`config.mk`:
```
export PLATFORM = sky130hd
export DESIGN_NAME = i2c_sync_slave_rx_flat
export DESIGN_NICKNAME = d
export VERILOG_FILES = /design/src/rtl/i2c_sync_slave_rx_if.sv /design/src/rtl/i2c_sync_slave_rx.sv /design/src/flat_wrapper.sv
export SDC_FILE = /design/constraint.sdc
export NUM_CORES = 1
export LEC_CHECK = 0
export BUFFER_PORTS_ARGS = -buffer_cell sky130_fd_sc_hd__buf_2
export CAP_MARGIN = 5
export CORE_MARGIN = 10
export CORE_UTILIZATION = 60
export CTS_BUF_LIST = sky130_fd_sc_hd__clkbuf_2
export CTS_CLUSTER_DIAMETER = 120
export DETAILED_ROUTE_END_ITERATION = 12
export GPL_TIMING_DRIVEN = 0
export PLACE_DENSITY = 0.81
export SETUP_SLACK_MARGIN = 0.5
export SYNTH_ARGS = -nofsm -noshare
export SYNTH_HDL_FRONTEND = slang
export SYNTH_SLANG_ARGS = --single-unit
```
`constraint.sdc`:
```
create_clock -name clk -period 2.12 [get_ports clk]
set_input_delay 0.424 -clock clk [delete_from_list [all_inputs] [get_ports clk]]
set_output_delay 0.424 -clock clk [all_outputs]
set_load 0.03 [all_outputs]
```
`src/rtl/i2c_sync_slave_rx_if.sv`:
```
// I2C bus lines plus the FIFO-side strobes of the synchronous slave receiver.
// Member names match the original module ports.
interface i2c_sync_slave_rx_if;
   logic       SCL;
   logic       SDA;
   logic       sda_oe;
   logic       i_fifo_full;
   logic [7:0] o_data;
   logic       o_valid;
   logic       o_drop;
   logic       o_busy;

   modport slave (
      input  SCL, SDA, i_fifo_full,
      output sda_oe, o_data, o_valid, o_drop, o_busy
   );

   modport master (
      output SCL, SDA, i_fifo_full,
      input  sda_oe, o_data, o_valid, o_drop, o_busy
   );
endinterface

```
`src/rtl/i2c_sync_slave_rx.sv`:
```
// Oversampling I2C write-only slave receiver; strobes each accepted byte into a FIFO
// and NACKs bytes that arrive while the FIFO is full.
module i2c_sync_slave_rx #(
   parameter logic [6:0]  SLAVE_ADDR = 7'h42,
   parameter int unsigned FILTER_LEN = 3
) (
   input  logic              clk,
   input  logic              reset,
   i2c_sync_slave_rx_if.slave bus
);

   localparam logic [2:0] FLEN_M1 = 3'(FILTER_LEN - 1);

   typedef enum logic [2:0] {
      IDLE,
      ADDR,
      ADDR_ACK,
      DATA,
      DATA_ACK,
      IGNORE
   } state_t;

   state_t     state;
   logic       scl_s1, scl_s2, sda_s1, sda_s2;
   logic       scl_f, sda_f, scl_d, sda_d;
   logic [2:0] scl_cnt, sda_cnt;
   logic [2:0] bit_cnt;
   logic [6:0] shift;
   logic       ack_arm;
   logic       ack_half;

   logic       scl_rise, scl_fall, start_det, stop_det;
   logic [7:0] next_byte;

   always_ff @(posedge clk or negedge reset) begin
      if (!reset) begin
         scl_s1 <= 1'b1;
         scl_s2 <= 1'b1;
         sda_s1 <= 1'b1;
         sda_s2 <= 1'b1;
      end else begin
         scl_s1 <= bus.SCL;
         scl_s2 <= scl_s1;
         sda_s1 <= bus.SDA;
         sda_s2 <= sda_s1;
      end
   end

   // A filtered level moves only after FILTER_LEN consecutive disagreeing samples.
   always_ff @(posedge clk or negedge reset) begin
      if (!reset) begin
         scl_f   <= 1'b1;
         scl_cnt <= '0;
      end else if (scl_s2 != scl_f) begin
         if (scl_cnt == FLEN_M1) begin
            scl_f   <= scl_s2;
            scl_cnt <= '0;
         end else begin
            scl_cnt <= scl_cnt + 3'd1;
         end
      end else begin
         scl_cnt <= '0;
      end
   end

   always_ff @(posedge clk or negedge reset) begin
      if (!reset) begin
         sda_f   <= 1'b1;
         sda_cnt <= '0;
      end else if (sda_s2 != sda_f) begin
         if (sda_cnt == FLEN_M1) begin
            sda_f   <= sda_s2;
            sda_cnt <= '0;
         end else begin
            sda_cnt <= sda_cnt + 3'd1;
         end
      end else begin
         sda_cnt <= '0;
      end
   end

   always_ff @(posedge clk or negedge reset) begin
      if (!reset) begin
         scl_d <= 1'b1;
         sda_d <= 1'b1;
      end else begin
         scl_d <= scl_f;
         sda_d <= sda_f;
      end
   end

   always_comb begin
      scl_rise  = scl_f & ~scl_d;
      scl_fall  = ~scl_f & scl_d;
      start_det = scl_f & scl_d & sda_d & ~sda_f;
      stop_det  = scl_f & scl_d & ~sda_d & sda_f;
      next_byte = {shift, sda_f};
   end

   always_ff @(posedge clk or negedge reset) begin
      if (!reset) begin
         state       <= IDLE;
         bit_cnt     <= '0;
         shift       <= '0;
         ack_arm     <= 1'b0;
         ack_half    <= 1'b0;
         bus.sda_oe  <= 1'b0;
         bus.o_data  <= '0;
         bus.o_valid <= 1'b0;
         bus.o_drop  <= 1'b0;
         bus.o_busy  <= 1'b0;
      end else begin
         bus.o_valid <= 1'b0;
         bus.o_drop  <= 1'b0;
         if (stop_det) begin
            state      <= IDLE;
            bit_cnt    <= '0;
            ack_half   <= 1'b0;
            bus.sda_oe <= 1'b0;
            bus.o_busy <= 1'b0;
         end else if (start_det) begin
            state      <= ADDR;
            bit_cnt    <= '0;
            ack_half   <= 1'b0;
            bus.sda_oe <= 1'b0;
         end else begin
            case (state)
               ADDR: begin
                  if (scl_rise) begin
                     shift   <= next_byte[6:0];
                     bit_cnt <= bit_cnt + 3'd1;
                     if (bit_cnt == 3'd7) begin
                        if (next_byte[7:1] == SLAVE_ADDR && !next_byte[0]) begin
                           state      <= ADDR_ACK;
                           ack_arm    <= 1'b1;
                           bus.o_busy <= 1'b1;
                        end else begin
                           state      <= IGNORE;
                           bus.o_busy <= 1'b0;
                        end
                     end
                  end
               end
               // First fall after the 8th bit starts the ACK slot, the second ends it.
               ADDR_ACK, DATA_ACK: begin
                  if (scl_fall) begin
                     if (!ack_half) begin
                        ack_half   <= 1'b1;
                        bus.sda_oe <= ack_arm;
                     end else begin
                        ack_half   <= 1'b0;
                        bus.sda_oe <= 1'b0;
                        bit_cnt    <= '0;
                        state      <= DATA;
                     end
                  end
               end
               DATA: begin
                  if (scl_rise) begin
                     shift   <= next_byte[6:0];
                     bit_cnt <= bit_cnt + 3'd1;
                     if (bit_cnt == 3'd7) begin
                        state <= DATA_ACK;
                        if (!bus.i_fifo_full) begin
                           bus.o_data  <= next_byte;
                           bus.o_valid <= 1'b1;
                           ack_arm     <= 1'b1;
                        end else begin
                           bus.o_drop <= 1'b1;
                           ack_arm    <= 1'b0;
                        end
                     end
                  end
               end
               default: ;
            endcase
         end
      end
   end

endmodule

```
`src/flat_wrapper.sv`:
```
// flat-port wrapper written by rule: the top's interface ports become plain ports
module i2c_sync_slave_rx_flat 
#(
   parameter logic [6:0]  SLAVE_ADDR = 7'h42,
   parameter int unsigned FILTER_LEN = 3
)
  (clk, reset, bus_SCL, bus_SDA, bus_i_fifo_full, bus_sda_oe, bus_o_data, bus_o_valid, bus_o_drop, bus_o_busy);
  i2c_sync_slave_rx_if bus_i ();
  input  logic clk;
  input  logic reset;
  input wire logic [$bits(bus_i.SCL)-1:0] bus_SCL;
  input wire logic [$bits(bus_i.SDA)-1:0] bus_SDA;
  input wire logic [$bits(bus_i.i_fifo_full)-1:0] bus_i_fifo_full;
  output wire logic [$bits(bus_i.sda_oe)-1:0] bus_sda_oe;
  output wire logic [$bits(bus_i.o_data)-1:0] bus_o_data;
  output wire logic [$bits(bus_i.o_valid)-1:0] bus_o_valid;
  output wire logic [$bits(bus_i.o_drop)-1:0] bus_o_drop;
  output wire logic [$bits(bus_i.o_busy)-1:0] bus_o_busy;
  assign bus_i.SCL = bus_SCL;
  assign bus_i.SDA = bus_SDA;
  assign bus_i.i_fifo_full = bus_i_fifo_full;
  assign bus_sda_oe = bus_i.sda_oe;
  assign bus_o_data = bus_i.o_data;
  assign bus_o_valid = bus_i.o_valid;
  assign bus_o_drop = bus_i.o_drop;
  assign bus_o_busy = bus_i.o_busy;
  i2c_sync_slave_rx #(.SLAVE_ADDR(SLAVE_ADDR), .FILTER_LEN(FILTER_LEN)) u_core (.clk(clk), .reset(reset), .bus(bus_i));
endmodule
```
==> flow_metrics.tcl <==
set metrics [dict create \
    syn_area_mm2 0.00180 \
    clock_latency_ns 0.41 \
    place_ws_ns 0.186 \
    ant_nets 0 \
    diodes 0 \
    fin_skew_ns 0.0191 \
    drv_slew 0 \
    viasPerCell 5.85 \
    rsz0062_at_grt "true" \
    syn_area_per_cell_um2 11.4 \
    num_rows 19 \
    worstPathRequired_ns 2.43 \
    critPathLaunchType "flip-flop" \
    initial_core_util_pct 64.0 \
    yosysWarnings 0 \
    tightest_slew_ns 0.867 \
    path_max_fanout 7 \
    core_mm2 0.00281 \
    power_frac_clock_pct 16.8 \
    cp_slowest_cell "dfstp_2" \
    die_w_um 74.7 \
    numPortBuffers 16 \
    drv_cap 0 \
    area_delta_synth_final_pct 24.7 \
    place_hpwl_um 2350 \
    wl_per_cell_um 17.9 \
    yosysUniqueCellTypes 42 \
    layout-drive-gt1-share_pct 40.9 \
    netSwitchingFraction_pct 36.5 \
    seqPwrFrac_pct 42.2 \
    p_per_area_mw_per_mm2 1240 \
    cts-buffers-inserted 5 \
    hold_viol 0 \
    setup_viol 0 \
    cp-end-kind "flip-flop" \
    worst_ep_arrival_time_ns 2.08 \
    status "completed" \
    clk_pin_slew_worst_paths_ns 0.22 \
    cpPeakStageDelay_ns 0.61 \
    grt.overflow.total 0 \
    place_area_mm2 0.00193 \
    wl_um 4110 \
    clockBufferDepth 2 \
    cts_sinks 41 \
    p_int_mw 1.76 \
    synth.net_count 164 \
    cts_tree "done" \
    grt_max_degree 42 \
    first_pass_iters 4 \
    ys_seq_area_share_pct 57.7 \
    die-area_mm2 0.00558 \
    antenna_found_initial 0 \
    cts_root_buf "clkbuf_2" \
    fin_setup_tns_ns 0 \
    synthCells 157 \
    relSlewSlack_pct 42.2 \
    ir_drop_uv 621 \
    synth.ff_latch_count 41 \
    layout_commonest_cell "dfrtp_1" \
    num_io_pins 17 \
    place.gp.congestion 0.853 \
    dr.first_iter.drc_count 174 \
    nNetsFinal 204 \
    path_cells "and4bb_2 > and2_4 > nand3b_1 > buf_6 > mux2_4" \
    grt_use_total_pct 15.1 \
    drc 0 \
    p_leak_nw 1.10 \
    dieHeight_um 74.7 \
    num_vias 1340 \
    hold_class "input port to async pin" \
    period_share_pct 83.6 \
    grt_pass1_wl_um 6480 \
    setup_ws_ns 0.347 \
    stdcell_area_mm2 0.00224 \
    holdBufCountCts 0 \
    critPathKind "flip-flop to flip-flop" \
    timing.fmax_mhz 564 \
    h-tree-depth 2 \
    grt_pass1_vias 1372 \
    power_switching_mw 1.01 \
    fin_crit_ns 1.77 \
    layout_common_cells "dfrtp_1, nand2_1, buf_2, buf_4" \
    pwr-share-comb_pct 41.0 \
]
-- cell type report --
type	count	area, µm²
plain buffers	6	50.0
clock buffers	6	30.0
clock inverters	2	38.8
fillers	168	566
inverters	1	3.75
multi-input cells	109	831
flip-flops and latches	41	1040
well taps	31	38.8
repair buffers	33	211
-- through the flow --
stage / cells / util (%) / total power [mW] / hold slack (ns)
final: 229 / 79.8 / 2.77 / 0.0814
after CTS: 223 / 76.0 / 2.58 / 0.0727
after global placement: 204 / 68.7 / 1.89 / 0.347
after detailed placement: 204 / 68.7 / 1.95 / 0.349
after floorplan: 157 / - / 1.76 / 0.128
after global routing: 229 / 79.8 / 2.93 / 0.0451
-- critical path, delay by kind of cell, from the launching register on --
family / cells / cell delay, ns
flops: 1 / 0.61
simple gates: 3 / 0.56
mux: 1 / 0.30
buf+inv: 1 / 0.20
-- kinds of logic (layout without fill, tap and decap cells) --
group           after synthesis  in the layout  synth area share (%)
compound gates               20             20                  8.01
mux                          12             12                  7.46
simple gates                 68             68                  19.9
xor+xnor                      7              7                  3.41
buf+inv                       7             48                  2.09
fa+ha+maj                     2              2                  1.39
flops                        41             41                  57.7
-- power by group through the flow --
stage	Sequential [mW]	Clock [mW]	Combinational, mW
final	1.17	0.465	1.14
after global routing	1.19	0.502	1.24
after CTS	1.15	0.470	0.962
after detailed placement	1.18	0	0.777
after global placement	1.16	0	0.735
after floorplan	1.14	0	0.612
-- state kept, by name (all words and copies together), names as in the netlist, 3 cells and up --
name / cells
u_core.shift: 7
u_core.bit_cnt: 3
u_core.scl_cnt: 3
u_core.bus.o_data: 8
u_core.sda_cnt: 3
u_core.state: 3
-- metal layers --
layer / up-vias / GRT usage (%) / part of all wire (%)
li1: 621 / - / -
met1: 675 / 16.9 / 43
met2: 32 / 25.6 / 51
met3: 12 / 5.12 / 4.1
met4: 0 / 6.72 / 2.5
met5: - / 0 / 0
-- cell usage after synthesis --
cell       count  area, µm²
or2_0          1       6.26
o21ai_1        1       5.00
and4bb_2       1       12.5
a221o_1        1       10.0
mux2i_1        1       10.0
or3b_2         1       8.76
dfrtp_1       33        826
o211ai_2       1       12.5
ha_1           2       25.0
o211ai_1       1       7.51
nor3_1         2       10.0
xnor2_1        2       17.5
a22o_1         1       8.76
nand2b_1       2       12.5
nand3b_1       5       37.5
o2111a_1       1       11.3
nor3b_1        1       7.51
buf_2          3       15.0
and3_1         1       6.26
clkbuf_1       2       7.51
a31oi_1        1       6.26
mux2_2        11        124
nand4bb_1      1       11.3
o31ai_1        2       15.0
a2111oi_0      1       8.76
inv_1          1       3.75
dfstp_2        8        210
a22oi_1        1       7.51
nor4bb_1       1       10.0
nand3_1        3       15.0
nor2_1         9       33.8
xor2_1         5       43.8
or4b_1         1       10.0
or4b_4         1       13.8
and2_1         3       18.8
a21oi_1        4       20.0
nand2_1       31        116
or3b_1         1       8.76
buf_6          1       11.3
nor2b_1        3       18.8
a2111o_1       1       11.3
o21ai_0        4       20.0
-- worst paths after layout --
| path | end | slack, ns | cells past startpoint | start |
|---|---|---|---|---|
| max in group asynchronous | u_core.bus.o_data[2] | 1.48 | 1 | reset |
| worst max-delay path | u_core.bus.o_data[5] | 0.35 | 5 | u_core.scl_f |
| worst max register to register | u_core.bus.o_data[5] | 0.35 | 5 | u_core.scl_f |
| min in group clk | u_core.sda_s1 | 0.09 | 1 | bus_SDA |
| worst min-delay path | u_core.bus.o_drop | 0.08 | 1 | reset |
| worst min register to register | u_core.sda_s2 | 0.37 | 0 | u_core.sda_s1 |
-- timing repair --
| action | in CTS | in global routing |
|---|---|---|
| cloned | 0 | 0 |
| pin swaps | 2 | 2 |
| endpoints found under the setup margin | 14 | 15 |
| gates resized for setup | 15 | 14 |
| endpoints found under the hold margin | 0 | 0 |
| buffers inserted | 11 | 6 |
No activity file was read; power rests on OpenSTA's default activity.
